`src/rtl/delay_pkg.sv`:
```
// Shared helpers for prog_delay_line: delay-setting width derivation and saturation.
package delay_pkg;

  function automatic int clog2(input int value);
    int r;
    r = 0;
    while ((1 << r) < value) r++;
    return r;
  endfunction

  // A requested delay of 0 means "as short as possible"; oversize requests pin to the line length.
  function automatic int sat_delay(input int req, input int max_delay);
    if (req == 0) return 1;
    if (req > max_delay) return max_delay;
    return req;
  endfunction

endpackage

```
`src/rtl/delay_lane.sv`:
```
// One lane: MAX_DELAY-stage {valid,data} shift register tapped at stage cur_delay-1.
// Output is cur_delay cycles after input, straight from stage flops; no backpressure.
module delay_lane
  import delay_pkg::*;
#(
  parameter int WIDTH     = 8,
  parameter int MAX_DELAY = 16,
  parameter int DW        = 5
) (
  input  logic             clk,
  input  logic             reset,
  input  logic             in_valid,
  input  logic [WIDTH-1:0] in_data,
  input  logic             flush,
  input  logic [DW-1:0]    cur_delay,
  output logic             out_valid,
  output logic [WIDTH-1:0] out_data,
  output logic             busy
);

  logic [MAX_DELAY-1:0] r_vld;
  logic [WIDTH-1:0]     r_dat [MAX_DELAY];
  logic [MAX_DELAY-1:0] w_in_range;
  logic [DW-1:0]        w_tap;

  assign w_tap = cur_delay - 1'b1;

  always_comb begin
    w_in_range = '0;
    for (int k = 0; k < MAX_DELAY; k++) w_in_range[k] = (k < int'(cur_delay));
  end

  // Valid bits are not carried past the tap, so raising the delay later cannot release stale samples.
  always_ff @(posedge clk or negedge reset) begin
    if (!reset) begin
      r_vld <= '0;
      for (int k = 0; k < MAX_DELAY; k++) r_dat[k] <= '0;
    end else begin
      r_vld[0] <= in_valid & ~flush;
      r_dat[0] <= in_data;
      for (int k = 1; k < MAX_DELAY; k++) begin
        r_vld[k] <= r_vld[k-1] & w_in_range[k] & ~flush;
        r_dat[k] <= r_dat[k-1];
      end
    end
  end

  always_comb begin
    out_valid = 1'b0;
    out_data  = '0;
    for (int k = 0; k < MAX_DELAY; k++) begin
      if (k == int'(w_tap)) begin
        out_valid = r_vld[k];
        out_data  = r_dat[k];
      end
    end
  end

  assign busy = |(r_vld & w_in_range);

endmodule

```
`src/rtl/prog_delay_line.sv`:
```
// Multi-lane delay line with run-time delay 1..MAX_DELAY, flush and guarded reconfiguration.
// Latency cur_delay cycles, one sample per lane per cycle, no backpressure.
module prog_delay_line
  import delay_pkg::*;
#(
  parameter  int WIDTH     = 8,
  parameter  int CHANNELS  = 2,
  parameter  int MAX_DELAY = 16,
  localparam int DW        = clog2(MAX_DELAY + 1)
) (
  input  logic                      clk,
  input  logic                      reset,
  input  logic [CHANNELS-1:0]       in_valid,
  input  logic [CHANNELS*WIDTH-1:0] in_data,
  input  logic [DW-1:0]             cfg_delay,
  input  logic                      cfg_load,
  input  logic                      flush,
  output logic [CHANNELS-1:0]       out_valid,
  output logic [CHANNELS*WIDTH-1:0] out_data,
  output logic [DW-1:0]             cur_delay,
  output logic                      busy,
  output logic                      cfg_err
);

  logic [DW-1:0]       r_cur_delay;
  logic                r_cfg_err;
  logic [CHANNELS-1:0] w_lane_busy;
  logic                w_busy;
  logic                w_accept;
  logic [DW-1:0]       w_sat_delay;

  assign w_busy      = |w_lane_busy;
  // Changing the delay with samples in flight would misalign them, so only an idle line reconfigures.
  assign w_accept    = cfg_load & ~w_busy & ~flush;
  assign w_sat_delay = DW'(sat_delay(int'(cfg_delay), MAX_DELAY));

  always_ff @(posedge clk or negedge reset) begin
    if (!reset) begin
      r_cur_delay <= DW'(MAX_DELAY);
      r_cfg_err   <= 1'b0;
    end else begin
      if (w_accept) r_cur_delay <= w_sat_delay;
      r_cfg_err <= cfg_load & ~w_accept;
    end
  end

  for (genvar g = 0; g < CHANNELS; g++) begin : g_lane
    delay_lane #(
      .WIDTH     (WIDTH),
      .MAX_DELAY (MAX_DELAY),
      .DW        (DW)
    ) u_lane (
      .clk       (clk),
      .reset     (reset),
      .in_valid  (in_valid[g]),
      .in_data   (in_data[g*WIDTH +: WIDTH]),
      .flush     (flush),
      .cur_delay (r_cur_delay),
      .out_valid (out_valid[g]),
      .out_data  (out_data[g*WIDTH +: WIDTH]),
      .busy      (w_lane_busy[g])
    );
  end

  assign cur_delay = r_cur_delay;
  assign busy      = w_busy;
  assign cfg_err   = r_cfg_err;

endmodule

```
`config.mk`:
```
export PLATFORM = sky130hd
export DESIGN_NAME = prog_delay_line
export DESIGN_NICKNAME = d
export VERILOG_FILES = /design/src/rtl/delay_pkg.sv /design/src/rtl/delay_lane.sv /design/src/rtl/prog_delay_line.sv
export SDC_FILE = /design/constraint.sdc
export NUM_CORES = 1
export LEC_CHECK = 0
export ABC_CLOCK_PERIOD_IN_PS = 2900
export BUFFER_PORTS_ARGS = -buffer_cell sky130_fd_sc_hd__buf_2
export CORE_MARGIN = 2
export CORE_UTILIZATION = 55
export CTS_CLUSTER_DIAMETER = 150
export DETAILED_ROUTE_END_ITERATION = 8
export PLACE_DENSITY = 0.75
export SYNTH_ARGS = -nofsm -noshare
export SYNTH_HDL_FRONTEND = slang
export SYNTH_HIERARCHICAL = 1
export SYNTH_SLANG_ARGS = --single-unit
```
`constraint.sdc`:
```
create_clock -name clk -period 2.9 [get_ports clk]
set_clock_uncertainty 0.2 [all_clocks]
set_input_delay 0.87 -clock clk [delete_from_list [all_inputs] [get_ports clk]]
set_output_delay 0.87 -clock clk [all_outputs]
set_load 0.01 [all_outputs]
```
=== Word-level counts from Yosys, hierarchy flattened ===
Cells that the tools add are included.

* Flip-flop bits (word level): 294
* Word-level logic and storage cells: 213

* Add/subtract/negate cells: 1
* Magnitude comparators: 17
* Equal/unequal tests: 15
* Multiplexer cells: 71
* Bitwise logic cells: 70
* Reductions and logical operators: 3

{| class="wikitable"
|+ Operators with widths
! cell !! number
|-
| 2-to-1 mux 8 bit || 32
|-
| AND 1 bit || 65
|-
| == test 5 bit (first input constant) || 8
|-
| < comparator 4 x 5 -> 1 bit (first input constant) || 8
|-
| 2-to-1 mux 1 bit || 36
|-
| AND 16 bit || 2
|-
| OR reduction 32 bit || 1
|-
| == test 4 x 5 -> 1 bit (first input constant) || 4
|-
| < comparator 3 x 5 -> 1 bit (first input constant) || 4
|-
| 2-to-1 mux 5 bit || 3
|-
| == test 3 x 5 -> 1 bit (first input constant) || 2
|-
| logical NOT 5 bit || 2
|-
| < comparator 1 x 5 -> 1 bit (first input constant) || 2
|-
| < comparator 2 x 5 -> 1 bit (first input constant) || 2
|-
| == test 2 x 5 -> 1 bit (first input constant) || 1
|-
| greater-than comparator 5 bit (second input constant) || 1
|-
| subtractor 5 x 1 -> 5 bit (second input constant) || 1
|-
| NOT 1 bit || 3
|}

=== Logic depth before layout (Yosys ltp) ===
Gate-level depths: netlist (run 1).

* Word-level depth: 18
* Depth in mapped cells: 12

=== Hierarchy ===
The synthesis (run 1) kept the hierarchy.

{| class="wikitable"
|+ By module, submodules not included
! module !! times used !! cells each !! area an instance (µm²) !! seq. area each (µm²)
|-
| delay_lane at g_lane[0].u_lane || 1 || 470 || 5677.9 || 3603.5
|-
| delay_lane at g_lane[1].u_lane || 1 || 457 || 5635.4 || 3603.5
|-
| prog_delay_line || 1 || 24 || 266.5 || 151.4
|}

=== Worst setup path before layout (run 1) ===
Ideal clock, no wire load.

* Path type: flip-flop to output port
* Start: reg r_cur_delay[1], in the netlist cur_delay[1]
* End: out busy
* Data arrival time: 1.979 ns
* Required time: 1.830 ns
* Slack: -0.149 ns
* Stages on the path, launching flop included: 9
* Path buffers: 2
* Cells stage by stage: dfrtp_1 > buf_6 > buf_4 > o21a_1 > maj3_1 > o22ai_1 > o2111a_1 > o211ai_1 > or2_2

* Longest elaborated chain between the ends: 3
* Elaborated cells on any way between the ends: 19
* Classes of those cells: 16 x order compare; 2 x bitwise; 1 x reduce/logical

{| class="wikitable"
|+ RTL lines
! element !! RTL line !! text
|-
| from (decl) || prog_delay_line.sv:25 || <nowiki>logic [DW-1:0] r_cur_delay;</nowiki>
|-
| from (signal assigned) || prog_delay_line.sv:39 || <nowiki>r_cur_delay <= DW'(MAX_DELAY);</nowiki>
|-
| from (signal assigned) || prog_delay_line.sv:42 || <nowiki>if (w_accept) r_cur_delay <= w_sat_delay;</nowiki>
|-
| < comparator 1 x 5 -> 1 bit (tied with other cells) || delay_lane.sv:30 || <nowiki>for (int k = 0; k < MAX_DELAY; k++) w_in_range[k] = (k < int'(cur_delay));</nowiki>
|-
| AND 16 bit || delay_lane.sv:59 || <nowiki>assign busy = |(r_vld & w_in_range);</nowiki>
|-
| OR reduction 32 bit (*) || prog_delay_line.sv:32 || <nowiki>assign w_busy = |w_lane_busy;</nowiki>
|-
| to (decl) || prog_delay_line.sv:21 || <nowiki>output logic busy,</nowiki>
|}

Every way passes the cells marked *; elsewhere a longest branch is shown, timed or not.

=== Worst setup path after layout (run 1) ===
* Start: reg r_cur_delay[0], in the netlist cur_delay[0]
* End: out out_data[9]

* Longest elaborated chain between the ends: 18
* Elaborated cells on any way between the ends: 33
* Classes of those cells: 1 x add/sub; 15 x eq/ne; 16 x mux; 1 x reduce/logical

{| class="wikitable"
|+ RTL lines
! element !! RTL line !! text
|-
| subtractor 5 x 1 -> 5 bit (*) || delay_lane.sv:26 || <nowiki>assign w_tap = cur_delay - 1'b1;</nowiki>
|-
| logical NOT 5 bit || delay_lane.sv:52 || <nowiki>if (k == int'(w_tap)) begin</nowiki>
|-
| 2-to-1 mux 8 bit (15 in series) || delay_lane.sv:52 ||
|-
| 2-to-1 mux 8 bit (*) || delay_lane.sv:52 ||
|-
| to (decl) || prog_delay_line.sv:19 || <nowiki>output logic [CHANNELS*WIDTH-1:0] out_data,</nowiki>
|}

Marks and branches as above.

==> run_summary.xml, run 1 <==
<?xml version="1.0" encoding="UTF-8"?>
<metrics>
  <group name="run_status">
    <metric name="status" unit="">finished, violations left</metric>
    <metric name="violations" unit="">negative setup slack</metric>
  </group>
  <group name="cells_and_area">
    <metric name="fillerInstances" unit="">1231</metric>
    <metric name="finish.instance_area" unit="mm²">0.0156</metric>
    <metric name="layout_utilization" unit="%">75.1</metric>
    <metric name="layout_commonest_cell" unit="">sky130_fd_sc_hd__dfrtp_1</metric>
    <metric name="final_cell_mix" unit="">sky130_fd_sc_hd__dfrtp_1 (290), sky130_fd_sc_hd__buf_4 (139), sky130_fd_sc_hd__nor2_1 (58)</metric>
    <metric name="final_nets" unit="">1197</metric>
    <metric name="antenna_cells_inserted" unit="">0</metric>
    <metric name="proportion_of_layout_cells_with_a_drive_suffix_above_1" unit="%">38.9</metric>
    <metric name="areaGrowthSynthToFinish" unit="%">35.0</metric>
  </group>
  <group name="clock_network">
    <metric name="clock_pin_slew_on_the_worst_setup_and_hold_paths" unit="ns">0.06</metric>
    <metric name="cts_made_buffers" unit="">29</metric>
    <metric name="cts.sinks" unit="">294</metric>
    <metric name="cts.root.buffer_cell" unit="">sky130_fd_sc_hd__clkbuf_16</metric>
    <metric name="clock_tree.htree_level_count" unit="">1</metric>
    <metric name="clock_path_buffers" unit="">3</metric>
    <metric name="tritoncts" unit="">done</metric>
    <metric name="clock_insertion_delay_worst_skew" unit="ns">0.54</metric>
  </group>
  <group name="floorplanning">
    <metric name="initial_utilization" unit="%">55.6</metric>
    <metric name="core.rowCount" unit="">53</metric>
    <metric name="num_io_pins" unit="">52</metric>
    <metric name="die_w" unit="µm">149</metric>
    <metric name="fp.dieArea" unit="mm²">0.0222</metric>
    <metric name="die_y" unit="µm">149</metric>
    <metric name="fp.coreArea" unit="mm²">0.0208</metric>
  </group>
  <group name="yosys">
    <metric name="ys_ff_latch" unit="">294</metric>
    <metric name="yosys.cell_types.count" unit="">77</metric>
    <metric name="seq_area_frac_synth" unit="%">63.5</metric>
    <metric name="synth_top_cells_by_area" unit="">sky130_fd_sc_hd__dfrtp_1 (63%), sky130_fd_sc_hd__mux2i_1 (2.9%), sky130_fd_sc_hd__a21oi_1 (2.7%), sky130_fd_sc_hd__nor2_1 (2.2%), sky130_fd_sc_hd__mux4_2 (1.8%)</metric>
    <metric name="synthesis.yosys.warnings" unit="">6</metric>
    <metric name="synth_edf_count" unit="">0</metric>
    <metric name="synthesis.nets" unit="">978</metric>
    <metric name="synth.cell_area" unit="mm²">0.0116</metric>
    <metric name="yosysTopAreaCell" unit="">sky130_fd_sc_hd__dfrtp_1</metric>
    <metric name="dominantRegCellSynth" unit="">sky130_fd_sc_hd__dfrtp_1</metric>
    <metric name="synthArstFlopShare" unit="%">100</metric>
    <metric name="synthesized_instance_count" unit="">951</metric>
    <metric name="syn_area_per_cell" unit="µm²">12.2</metric>
    <metric name="synth_top_area_share" unit="%">63.3</metric>
  </group>
  <group name="sta">
    <metric name="setup_viol" unit="">25</metric>
    <metric name="rsz0062_at_grt" unit="">yes</metric>
    <metric name="tns" unit="ns">-14.95</metric>
    <metric name="final_hold_viol_count" unit="">0</metric>
    <metric name="setup_slack" unit="ns">-0.837</metric>
    <metric name="min_period_over_period" unit="%">129</metric>
    <metric name="holdWs" unit="ns">0.168</metric>
    <metric name="achievable-frequency" unit="MHz">268</metric>
    <metric name="max_slew.worst_pin.slew" unit="ns">0.518</metric>
    <metric name="report.final.slew_viol_count" unit="">0</metric>
    <metric name="timing.slew.headroom" unit="%">65.4</metric>
    <metric name="final_period_minus_worst_setup_slack" unit="ns">3.74</metric>
  </group>
  <group name="detailed_routing">
    <metric name="firstDrtPassIters" unit="">5</metric>
    <metric name="post_drt_via_cell_ratio" unit="">6.31</metric>
    <metric name="routed_wirelength" unit="µm">33800</metric>
    <metric name="dr_total_vias" unit="">9240</metric>
    <metric name="initialDrtViolationCount" unit="">1030</metric>
    <metric name="remaining_antenna_violation_count" unit="">0</metric>
    <metric name="route.detailed.wl_per_inst" unit="µm">23.0</metric>
    <metric name="post-route-drc-count" unit="">0</metric>
  </group>
  <group name="critical_path">
    <metric name="crit_arrival" unit="ns">2.67</metric>
    <metric name="timing.critical_path.to_type" unit="">primary output</metric>
    <metric name="worstSetupPathType" unit="">flop to primary output</metric>
    <metric name="cp_data_required_time" unit="ns">1.83</metric>
    <metric name="critPathMaxFanout" unit="">7</metric>
    <metric name="kind_of_start_point_of_the_critical_path" unit="">flop</metric>
    <metric name="r2r_setup_slack" unit="ns">-0.26</metric>
  </group>
  <group name="place">
    <metric name="detailed_place_hpwl" unit="µm">19500</metric>
    <metric name="gp_congestion" unit="">0.903</metric>
    <metric name="io_buffer_count" unit="">51</metric>
    <metric name="pre_cts_worst_setup_slack" unit="ns">-0.275</metric>
    <metric name="placed_area" unit="mm²">0.0132</metric>
  </group>
  <group name="pwr">
    <metric name="total_leakage_power" unit="nW">6.76</metric>
    <metric name="worst_ir_drop_vdd" unit="V">0.000591</metric>
    <metric name="pwr_density_cell" unit="mW/mm²">1030</metric>
  </group>
  <group name="flow_run">
    <metric name="number_of_maximum_capacitance_constraint_violations" unit="">0</metric>
  </group>
  <group name="global_route">
    <metric name="grtUsageTotal" unit="%">29.9</metric>
    <metric name="vias_in_the_first_global_route" unit="">9205</metric>
    <metric name="global_route_wire_length_before_repair" unit="µm">51800</metric>
    <metric name="antenna_found_initial" unit="">0</metric>
    <metric name="maximum_number_of_pins_on_one_net_before_global_route_repair" unit="">99</metric>
    <metric name="gr-total-overflow" unit="">0</metric>
  </group>
  <group name="worst_hold_path">
    <metric name="hp-class" unit="">flop to flop</metric>
  </group>
</metrics>
[worst paths after layout]
check | startpoint | to | depth (start not counted)
worst max-delay path | cur_delay[0] | out_data[9] | 10
max in group asynchronous | reset | g_lane[1].u_lane/r_dat[114] | 3
worst min-delay path | g_lane[0].u_lane/r_dat[92] | g_lane[0].u_lane/r_dat[84] | 0
worst max register to register | cur_delay[0] | cur_delay[4] | 10
min in group asynchronous | reset | g_lane[1].u_lane/r_dat[14] | 2
worst min register to register | g_lane[0].u_lane/r_dat[92] | g_lane[0].u_lane/r_dat[84] | 0
[registers in the layout (all words and copies together), names as in the netlist]
signal,cells
cfg_err,1
cur_delay,5
g_lane.u_lane/r_dat,256
g_lane.u_lane/r_vld,32
[per-stage QoR]
| stage | power, mW | std cells |
|---|---|---|
| 3_5_place_dp | 10.0 | 1368 |
| 3_3_place_gp | 9.95 | 1368 |
| 6_report | 16.1 | 1465 |
| 5_1_grt | 16.7 | 1465 |
| 4_1_cts | 15.1 | 1449 |
| 2_1_floorplan | 7.54 | 951 |
[layer usage]
metal  GRT usage (%)  wire length (µm)  vias to the layer above
met5               0                 0                        -
met4            8.14               952                        0
met3            5.38              2940                       96
met2            45.8             16000                      521
met1            44.6             13800                     4705
li1                -                 -                     3918
[logic make-up (layout without fill, tap and decap cells)]
kind of cell	Yosys count	after routing	synth area share, %
flip-flops	294	294	63.5
AND/OR/NAND/NOR	261	261	11.7
multiplexers	58	58	6.18
AO/OA/AOI/OAI	256	256	14.8
adder cells (fa/ha/maj)	2	2	0.173
buffers and inverters	80	319	3.55
[repair_timing]
action,in CTS,in global routing
gates resized for setup,146,90
pin swaps,44,47
setup buffers,25,17
setup endpoints to repair,25,25
cloned,4,2
hold buffers,1,0
endpoints found under the hold margin,28,0
[critical path: stages (launching register included)]
cell	delay, ns
sky130_fd_sc_hd__dfrtp_4	0.50
sky130_fd_sc_hd__buf_12	0.16
sky130_fd_sc_hd__buf_12	0.14
sky130_fd_sc_hd__buf_6	0.12
sky130_fd_sc_hd__nor2_4	0.16
sky130_fd_sc_hd__buf_6	0.13
sky130_fd_sc_hd__nand2_2	0.05
sky130_fd_sc_hd__and3_4	0.18
sky130_fd_sc_hd__a311o_1	0.34
sky130_fd_sc_hd__a21oi_2	0.19
sky130_fd_sc_hd__buf_2	0.16
[power by group]
group	switching [mW]	leakage [nW]	internal [mW]
Sequential	0.182	3.50	4.34
Combinational	3.91	2.77	3.66
Clock	1.58	0.496	2.40
Total	5.68	6.76	10.4
[final cells by class]
type,count,area (µm²),area share [%]
repair buffers,256,2330,14.9
well taps,275,344,2.20
flip-flops and latches,294,7370,47.1
clock inverters,14,208,1.33
clock buffers,37,806,5.15
multi-input cells,577,4530,28.9
inverters,12,48.8,0.312
[synth_stat cells, types with 5 or more instances]
library cell                count
sky130_fd_sc_hd__dfrtp_1      293
sky130_fd_sc_hd__o21a_1         6
sky130_fd_sc_hd__nand2b_1      28
sky130_fd_sc_hd__nor3_1        13
sky130_fd_sc_hd__nor3b_1       16
sky130_fd_sc_hd__clkbuf_1      21
sky130_fd_sc_hd__nand4_1        5
sky130_fd_sc_hd__o211ai_1       9
sky130_fd_sc_hd__o21ai_0       36
sky130_fd_sc_hd__o32ai_1        7
sky130_fd_sc_hd__buf_2         32
sky130_fd_sc_hd__a311oi_1       5
sky130_fd_sc_hd__o221ai_1       9
sky130_fd_sc_hd__nor2b_1       16
sky130_fd_sc_hd__inv_1         10
sky130_fd_sc_hd__nor2_1        69
sky130_fd_sc_hd__o21ai_1        6
sky130_fd_sc_hd__mux2i_1       34
sky130_fd_sc_hd__o22ai_1       25
sky130_fd_sc_hd__a22oi_1       11
sky130_fd_sc_hd__nand3_1       17
sky130_fd_sc_hd__nand3b_1       5
sky130_fd_sc_hd__a21oi_1       63
sky130_fd_sc_hd__mux2_2        13
sky130_fd_sc_hd__o31ai_1        8
sky130_fd_sc_hd__a211oi_1       7
sky130_fd_sc_hd__a31oi_1       11
sky130_fd_sc_hd__and2_1         5
sky130_fd_sc_hd__nand2_1       54
sky130_fd_sc_hd__buf_6          8
sky130_fd_sc_hd__and3_1         6
sky130_fd_sc_hd__mux4_2         9
sky130_fd_sc_hd__o2bb2ai_1      5
No activity file was read; power rests on OpenSTA's default activity.
==> run 2, diff against run 1 <==
--- a/config.mk
+++ b/config.mk
@@ -5,13 +5,13 @@
 export SDC_FILE = /design/constraint.sdc
 export NUM_CORES = 1
 export LEC_CHECK = 0
-export ABC_CLOCK_PERIOD_IN_PS = 2900
+export ABC_CLOCK_PERIOD_IN_PS = 3700
 export BUFFER_PORTS_ARGS = -buffer_cell sky130_fd_sc_hd__buf_2
 export CORE_MARGIN = 2
-export CORE_UTILIZATION = 55
+export CORE_UTILIZATION = 60
 export CTS_CLUSTER_DIAMETER = 150
 export DETAILED_ROUTE_END_ITERATION = 8
-export PLACE_DENSITY = 0.75
+export PLACE_DENSITY = 0.78
 export SYNTH_ARGS = -nofsm -noshare
 export SYNTH_HDL_FRONTEND = slang
 export SYNTH_HIERARCHICAL = 1
==> constraint.sdc (replaced) <==
create_clock -name clk -period 3.7 [get_ports clk]
set_clock_uncertainty 0.2 [all_clocks]
set_input_delay 1.11 -clock clk [delete_from_list [all_inputs] [get_ports clk]]
set_output_delay 1.11 -clock clk [all_outputs]
set_load 0.01 [all_outputs]
==> run 2 against run 1 <==
Net effect:
- the run still ends with negative setup slack left
- power is 24% lower
- sequential cell count stayed put
- critical path depth stayed put
- cell count is 5.2% lower
- non-clock buffer count is 62 lower
- die area is 8.1% lower
- clock-buffer cell count is 2 higher
- via count is 0.18% higher
- clock power is 24% lower
- sequential power is 21% lower
- combinational power is 26% lower
- routed wire length is 2.0% higher
- critical endpoint is now out_data[0]
- largest power group unchanged
==> run_summary.xml, run 2 (synthesis results as in run 1) <==
<?xml version="1.0" encoding="UTF-8"?>
<metrics>
  <group name="cells_and_area">
    <metric name="multi_input_area" unit="mm²">0.00445</metric>
    <metric name="areaGrowthSynthToFinish" unit="%">29.8</metric>
    <metric name="largest_reg_flops" unit="">256</metric>
    <metric name="finish.instance_area" unit="mm²">0.0150</metric>
    <metric name="antenna_cells_inserted" unit="">0</metric>
    <metric name="final_cell_mix" unit="">sky130_fd_sc_hd__dfrtp_1 (289), sky130_fd_sc_hd__buf_4 (84), sky130_fd_sc_hd__nor2_1 (62)</metric>
    <metric name="final-seq-area" unit="mm²">0.00737</metric>
    <metric name="final_nets" unit="">1135</metric>
    <metric name="layout_commonest_cell" unit="">sky130_fd_sc_hd__dfrtp_1</metric>
    <metric name="top_register" unit="">g_lane.u_lane/r_dat</metric>
    <metric name="instances_no_fill" unit="">1389</metric>
    <metric name="fillerInstances" unit="">954</metric>
    <metric name="proportion_of_layout_cells_with_a_drive_suffix_above_1" unit="%">33.6</metric>
  </group>
  <group name="sta">
    <metric name="setup_viol" unit="">19</metric>
    <metric name="timing.slew.headroom" unit="%">56.1</metric>
    <metric name="max_slew.worst_pin.slew" unit="ns">0.659</metric>
    <metric name="rsz0062_at_grt" unit="">yes</metric>
    <metric name="achievable-frequency" unit="MHz">243</metric>
    <metric name="final_period_minus_worst_setup_slack" unit="ns">4.12</metric>
    <metric name="report.final.slew_viol_count" unit="">0</metric>
    <metric name="holdWs" unit="ns">0.166</metric>
    <metric name="final_hold_viol_count" unit="">0</metric>
    <metric name="setup_slack" unit="ns">-0.423</metric>
    <metric name="min_period_over_period" unit="%">111</metric>
  </group>
  <group name="detailed_routing">
    <metric name="post-route-drc-count" unit="">0</metric>
    <metric name="remaining_antenna_violation_count" unit="">0</metric>
    <metric name="dr_total_vias" unit="">9257</metric>
    <metric name="post_drt_via_cell_ratio" unit="">6.66</metric>
    <metric name="routed_wirelength" unit="µm">34400</metric>
    <metric name="initialDrtViolationCount" unit="">1244</metric>
    <metric name="firstDrtPassIters" unit="">6</metric>
    <metric name="route.detailed.wl_per_inst" unit="µm">24.8</metric>
  </group>
  <group name="place">
    <metric name="detailed_place_hpwl" unit="µm">18400</metric>
    <metric name="number_of_placed_instances_with_taps_included" unit="">1263</metric>
    <metric name="placed_area" unit="mm²">0.0124</metric>
    <metric name="gp_congestion" unit="">0.917</metric>
    <metric name="io_buffer_count" unit="">51</metric>
  </group>
  <group name="pwr">
    <metric name="seqPwrFrac" unit="%">29.2</metric>
    <metric name="total_leakage_power" unit="nW">6.43</metric>
    <metric name="worst_ir_drop_vdd" unit="V">0.000552</metric>
    <metric name="report.power.total" unit="mW">12.2</metric>
    <metric name="p_comb_share" unit="%">46.0</metric>
    <metric name="switching_power" unit="mW">4.44</metric>
    <metric name="switching_share" unit="%">36.5</metric>
    <metric name="pwr-share-clk" unit="%">24.8</metric>
    <metric name="pwr_density_cell" unit="mW/mm²">810</metric>
    <metric name="power_report.internal_total" unit="mW">7.73</metric>
  </group>
  <group name="floorplanning">
    <metric name="core.rowCount" unit="">50</metric>
    <metric name="fp.dieArea" unit="mm²">0.0204</metric>
    <metric name="die_w" unit="µm">143</metric>
    <metric name="num_io_pins" unit="">52</metric>
    <metric name="fp.coreArea" unit="mm²">0.0188</metric>
    <metric name="initial_utilization" unit="%">61.5</metric>
    <metric name="die_y" unit="µm">143</metric>
  </group>
  <group name="clock_network">
    <metric name="clock_insertion_delay_worst_skew" unit="ns">0.55</metric>
    <metric name="cts.root.buffer_cell" unit="">sky130_fd_sc_hd__clkbuf_16</metric>
    <metric name="clock_pin_slew_on_the_worst_setup_and_hold_paths" unit="ns">0.07</metric>
    <metric name="hold_buffers" unit="">0</metric>
    <metric name="clock_tree.htree_level_count" unit="">1</metric>
    <metric name="tritoncts" unit="">done</metric>
    <metric name="cts_made_buffers" unit="">29</metric>
    <metric name="cts.sinks" unit="">294</metric>
    <metric name="clock_path_buffers" unit="">3</metric>
  </group>
  <group name="critical_path">
    <metric name="kind_of_start_point_of_the_critical_path" unit="">flop</metric>
    <metric name="timing.critical_path.to_type" unit="">primary output</metric>
    <metric name="worstSetupPathType" unit="">flop to primary output</metric>
    <metric name="worst-r2r-cell-count" unit="">10</metric>
    <metric name="critPathMaxFanout" unit="">7</metric>
    <metric name="cp_data_required_time" unit="ns">2.39</metric>
    <metric name="crit_arrival" unit="ns">2.81</metric>
  </group>
  <group name="worst_hold_path">
    <metric name="hp-class" unit="">flop to flop</metric>
    <metric name="min_delay_path_depth" unit="">0</metric>
  </group>
  <group name="run_status">
    <metric name="status" unit="">finished, violations left</metric>
    <metric name="violations" unit="">negative setup slack</metric>
  </group>
  <group name="global_route">
    <metric name="maximum_number_of_pins_on_one_net_before_global_route_repair" unit="">83</metric>
    <metric name="grtUsageTotal" unit="%">32.2</metric>
    <metric name="vias_in_the_first_global_route" unit="">8990</metric>
    <metric name="antenna_found_initial" unit="">0</metric>
    <metric name="global_route_wire_length_before_repair" unit="µm">50600</metric>
    <metric name="gr-total-overflow" unit="">0</metric>
  </group>
  <group name="flow_run">
    <metric name="number_of_maximum_capacitance_constraint_violations" unit="">0</metric>
  </group>
</metrics>
## run 2: changes by cell type in the layout (fill, tap and decap cells not counted), sizes merged
cell         before  now
inv              11   12
clkbuf           38   40
clkinvlp          3    2
dlygate4sd3       1    0
buf             252  191
bufinv            5    4
## run 2: timing repair
item	4_1_cts	5_1_grt
pin swaps	48	37
buffers inserted	42	27
gates resized for setup	160	56
cloned	5	1
endpoints found under the setup margin	19	19
## run 2: worst paths after layout
| check | slack (ns) | from | end |
|---|---|---|---|
| worst min-delay path | 0.17 | g_lane[1].u_lane/r_dat[17] | g_lane[1].u_lane/r_dat[9] |
| min in group asynchronous | 0.34 | reset | g_lane[1].u_lane/r_dat[123] |
| max in group asynchronous | 2.19 | reset | g_lane[0].u_lane/r_dat[93] |
| worst max register to register | 0.43 | cur_delay[1] | cur_delay[4] |
| worst max-delay path | -0.42 | cur_delay[1] | out_data[0] |
| worst min register to register | 0.17 | g_lane[1].u_lane/r_dat[17] | g_lane[1].u_lane/r_dat[9] |
## run 2: through the flow
step / setup slack [ns] / TNS, ns / util, %
2_1_floorplan: 0.411 / 0 / -
3_3_place_gp: -0.00299 / -0.00299 / 66.0
3_5_place_dp: 0.0258 / 0 / 66.0
4_1_cts: -0.274 / -2.61 / 77.3
5_1_grt: -0.447 / -4.86 / 79.8
6_report: -0.423 / -3.79 / 79.8
## run 2: layout make-up
class,count,share of cell area (%)
multi-input cells,577,29.6
flip-flops and latches,294,49.0
clock buffers,39,5.34
repair buffers,194,12.4
inverters,12,0.325
well taps,260,2.16
clock inverters,13,1.14
## run 2: worst max-delay path: stages (launching register included)
cell,delay (ns)
sky130_fd_sc_hd__dfrtp_4,0.51
sky130_fd_sc_hd__buf_8,0.17
sky130_fd_sc_hd__buf_8,0.14
sky130_fd_sc_hd__buf_6,0.12
sky130_fd_sc_hd__nand2b_4,0.07
sky130_fd_sc_hd__buf_6,0.11
sky130_fd_sc_hd__o21bai_2,0.08
sky130_fd_sc_hd__a22o_1,0.22
sky130_fd_sc_hd__nor4b_2,0.46
sky130_fd_sc_hd__a311oi_2,0.20
sky130_fd_sc_hd__buf_2,0.18
## run 2: power by group through the flow
stage	Clock, mW	Combinational, mW	Sequential [mW]
2_1_floorplan	0	2.32	3.55
3_3_place_gp	0	3.51	3.68
3_5_place_dp	0	3.54	3.70
4_1_cts	3.02	4.83	3.54
5_1_grt	3.19	5.81	3.57
6_report	3.02	5.60	3.56
## run 2: layer usage
layer	GRT usage, %	wire [µm]	up-vias	share of wire (%)
met2	46.8	15600	700	45
met1	48.5	13800	4638	40
met3	7.68	3920	134	11
li1	-	-	3785	-
met4	10.3	1150	0	3.3
met5	0	0	-	0
==> run 3, diff against run 2 <==
--- a/config.mk
+++ b/config.mk
@@ -7,7 +7,6 @@
 export LEC_CHECK = 0
 export ABC_CLOCK_PERIOD_IN_PS = 3700
 export BUFFER_PORTS_ARGS = -buffer_cell sky130_fd_sc_hd__buf_2
-export CORE_MARGIN = 2
 export CORE_UTILIZATION = 60
 export CTS_CLUSTER_DIAMETER = 150
 export DETAILED_ROUTE_END_ITERATION = 8
==> run 3 against run 2 <==
Net effect:
- the flow still finishes with violations (negative setup slack)
- routed wire length is 7.0% lower
- first-iteration DRC count is 7.6% lower
- worst setup slack better by 0.051 ns
- critical path depth is 2 lower
- largest cell class unchanged
- register-to-register slack worse by 0.05 ns
- power is 3.4% lower
- sequential share of layout area is 1.5 points higher
- sequential cell count stayed put
- core utilization is 2.3 points lower
- sequential power hardly changed
- via count is 3.1% lower
==> run_summary.xml, run 3 (synthesis results as in run 1) <==
<?xml version="1.0" encoding="UTF-8"?>
<metrics>
  <group name="run_status">
    <metric name="status" unit="">finished, violations left</metric>
    <metric name="violations" unit="">negative setup slack</metric>
  </group>
  <group name="cells_and_area">
    <metric name="largest_reg_flops" unit="">256</metric>
    <metric name="layout_utilization" unit="%">77.5</metric>
    <metric name="antenna_cells_inserted" unit="">0</metric>
    <metric name="areaGrowthSynthToFinish" unit="%">26.0</metric>
    <metric name="final_cell_mix" unit="">sky130_fd_sc_hd__dfrtp_1 (289), sky130_fd_sc_hd__buf_4 (81), sky130_fd_sc_hd__nor2_1 (63)</metric>
    <metric name="instances_no_fill" unit="">1371</metric>
    <metric name="final_nets" unit="">1115</metric>
    <metric name="proportion_of_layout_cells_with_a_drive_suffix_above_1" unit="%">30.6</metric>
    <metric name="layout_commonest_cell" unit="">sky130_fd_sc_hd__dfrtp_1</metric>
    <metric name="top_register" unit="">g_lane.u_lane/r_dat</metric>
    <metric name="fillerInstances" unit="">1075</metric>
  </group>
  <group name="floorplanning">
    <metric name="die_y" unit="µm">141</metric>
    <metric name="core.rowCount" unit="">50</metric>
    <metric name="fp.coreArea" unit="mm²">0.0188</metric>
    <metric name="die_w" unit="µm">141</metric>
    <metric name="num_io_pins" unit="">52</metric>
    <metric name="fp.dieArea" unit="mm²">0.0199</metric>
    <metric name="initial_utilization" unit="%">61.5</metric>
  </group>
  <group name="critical_path">
    <metric name="critical_path.cell_chain" unit="">buf_6 &gt; nor2_1 &gt; inv_1 &gt; a21oi_1 &gt; o2111a_1 &gt; o211ai_1 &gt; or2_4 &gt; buf_6</metric>
    <metric name="cp_data_required_time" unit="ns">2.39</metric>
    <metric name="timing.critical_path.to_type" unit="">primary output</metric>
    <metric name="crit_path_max_incr_delay" unit="ns">0.52</metric>
    <metric name="worst_path_most_repeated_cell" unit="">sky130_fd_sc_hd__buf_6</metric>
    <metric name="critPathSlowestCell" unit="">sky130_fd_sc_hd__dfrtp_4</metric>
    <metric name="crit_arrival" unit="ns">2.76</metric>
    <metric name="kind_of_start_point_of_the_critical_path" unit="">flop</metric>
    <metric name="worstSetupPathType" unit="">flop to primary output</metric>
    <metric name="critPathMaxFanout" unit="">13</metric>
  </group>
  <group name="sta">
    <metric name="report.final.slew_viol_count" unit="">0</metric>
    <metric name="setup_slack" unit="ns">-0.372</metric>
    <metric name="achievable-frequency" unit="MHz">246</metric>
    <metric name="min_period_over_period" unit="%">110</metric>
    <metric name="final_hold_viol_count" unit="">0</metric>
    <metric name="max_slew.worst_pin.slew" unit="ns">0.555</metric>
    <metric name="rsz0062_at_grt" unit="">yes</metric>
    <metric name="setup_viol" unit="">19</metric>
    <metric name="timing.slew.headroom" unit="%">63.0</metric>
    <metric name="final_period_minus_worst_setup_slack" unit="ns">4.07</metric>
  </group>
  <group name="place">
    <metric name="io_buffer_count" unit="">51</metric>
    <metric name="gp_congestion" unit="">0.932</metric>
    <metric name="detailed_place_hpwl" unit="µm">18900</metric>
    <metric name="number_of_placed_instances_with_taps_included" unit="">1269</metric>
  </group>
  <group name="detailed_routing">
    <metric name="route.detailed.wl_per_inst" unit="µm">23.4</metric>
    <metric name="firstDrtPassIters" unit="">6</metric>
    <metric name="dr_total_vias" unit="">8969</metric>
    <metric name="initialDrtViolationCount" unit="">1150</metric>
    <metric name="post_drt_via_cell_ratio" unit="">6.54</metric>
    <metric name="remaining_antenna_violation_count" unit="">0</metric>
    <metric name="routed_wirelength" unit="µm">32000</metric>
    <metric name="post-route-drc-count" unit="">0</metric>
  </group>
  <group name="clock_network">
    <metric name="clock_pin_slew_on_the_worst_setup_and_hold_paths" unit="ns">0.06</metric>
    <metric name="clock_tree.htree_level_count" unit="">1</metric>
    <metric name="clock_path_buffers" unit="">3</metric>
    <metric name="hold_buffers" unit="">0</metric>
    <metric name="tritoncts" unit="">done</metric>
    <metric name="cts.root.buffer_cell" unit="">sky130_fd_sc_hd__clkbuf_16</metric>
    <metric name="clock_insertion_delay_worst_skew" unit="ns">0.56</metric>
    <metric name="cts_made_buffers" unit="">30</metric>
    <metric name="cts.sinks" unit="">294</metric>
  </group>
  <group name="worst_hold_path">
    <metric name="hp-class" unit="">flop to flop</metric>
  </group>
  <group name="pwr">
    <metric name="report.power.total" unit="mW">11.8</metric>
    <metric name="pwr_density_cell" unit="mW/mm²">806</metric>
    <metric name="total_leakage_power" unit="nW">6.28</metric>
    <metric name="worst_ir_drop_vdd" unit="V">0.000516</metric>
  </group>
  <group name="global_route">
    <metric name="vias_in_the_first_global_route" unit="">8650</metric>
    <metric name="global_route_wire_length_before_repair" unit="µm">48200</metric>
    <metric name="antenna_found_initial" unit="">0</metric>
    <metric name="maximum_number_of_pins_on_one_net_before_global_route_repair" unit="">82</metric>
    <metric name="gr-total-overflow" unit="">0</metric>
    <metric name="grtUsageTotal" unit="%">31.7</metric>
  </group>
  <group name="flow_run">
    <metric name="number_of_maximum_capacitance_constraint_violations" unit="">0</metric>
  </group>
</metrics>
[run 3: cell types whose count changed in the layout (fill, tap and decap cells not counted), sizes merged]
| cell | delta |
|---|---|
| buf | -22 |
| clkbuf | +5 |
| clkinv | -2 |
| and3 | +1 |
| bufinv | +1 |
| inv | -1 |
[run 3: worst max-delay path, delay by kind of cell (launching register included)]
family / cells / cell delay, ns
AO/OA/AOI/OAI: 3 / 0.65
buffers and inverters: 3 / 0.42
flip-flops: 1 / 0.52
AND/OR/NAND/NOR: 2 / 0.62
[run 3: cell type report]
class	instances	area (µm²)	share of cell area (%)
Sequential cell	294	7370	50.5
Multi-Input combinational cell	578	4280	29.3
Clock inverter	10	175	1.20
Clock buffer	45	908	6.22
Timing Repair Buffer	171	1470	10.1
Tap cell	260	325	2.23
Inverter	12	48.8	0.334
Timing Repair inverter	1	7.51	0.0514
[run 3: metal layers]
| layer | GRT usage [%] | part of all wire [%] | vias up |
|---|---|---|---|
| li1 | - | - | 3736 |
| met1 | 47.7 | 41 | 4499 |
| met2 | 46.3 | 45 | 626 |
| met3 | 7.57 | 11 | 108 |
| met4 | 9.67 | 2.7 | 0 |
| met5 | 0 | 0 | - |
[run 3: timing repair]
action / in CTS / in global routing
gates cloned: 2 / 2
pin swaps: 25 / 22
endpoints found under the setup margin: 19 / 19
gates resized for setup: 119 / 51
buffers inserted: 32 / 12
[run 3: final timing paths]
kind / from / endpoint / slack, ns / cells after the start
worst min register to register: g_lane[1].u_lane/r_dat[117] / g_lane[1].u_lane/r_dat[109] / 0.17 / 0
worst min-delay path: g_lane[1].u_lane/r_dat[117] / g_lane[1].u_lane/r_dat[109] / 0.17 / 0
min in group asynchronous: reset / g_lane[1].u_lane/r_dat[76] / 0.31 / 1
worst max register to register: cur_delay[2] / cur_delay[3] / 0.38 / 9
max in group asynchronous: reset / g_lane[0].u_lane/r_dat[52] / 2.15 / 2
worst max-delay path: cur_delay[2] / busy / -0.37 / 8
[run 3: metrics by stage]
stage	instance area (µm²)	setup slack, ns	hold WS [ns]	setup TNS (ns)
floorplan	11600	0.411	0.147	0
global route	14600	-0.461	0.172	-4.41
detailed placement	12400	0.134	0.155	0
CTS	14300	-0.232	0.168	-2.49
finish	14600	-0.372	0.166	-3.40
global placement	12400	0.108	0.150	0
[run 3: power by group]
group | total, mW | internal (mW) | switching, mW
sequential | 3.58 | 3.41 | 0.171
combinational | 4.93 | 2.17 | 2.77
clock | 3.25 | 2.03 | 1.21
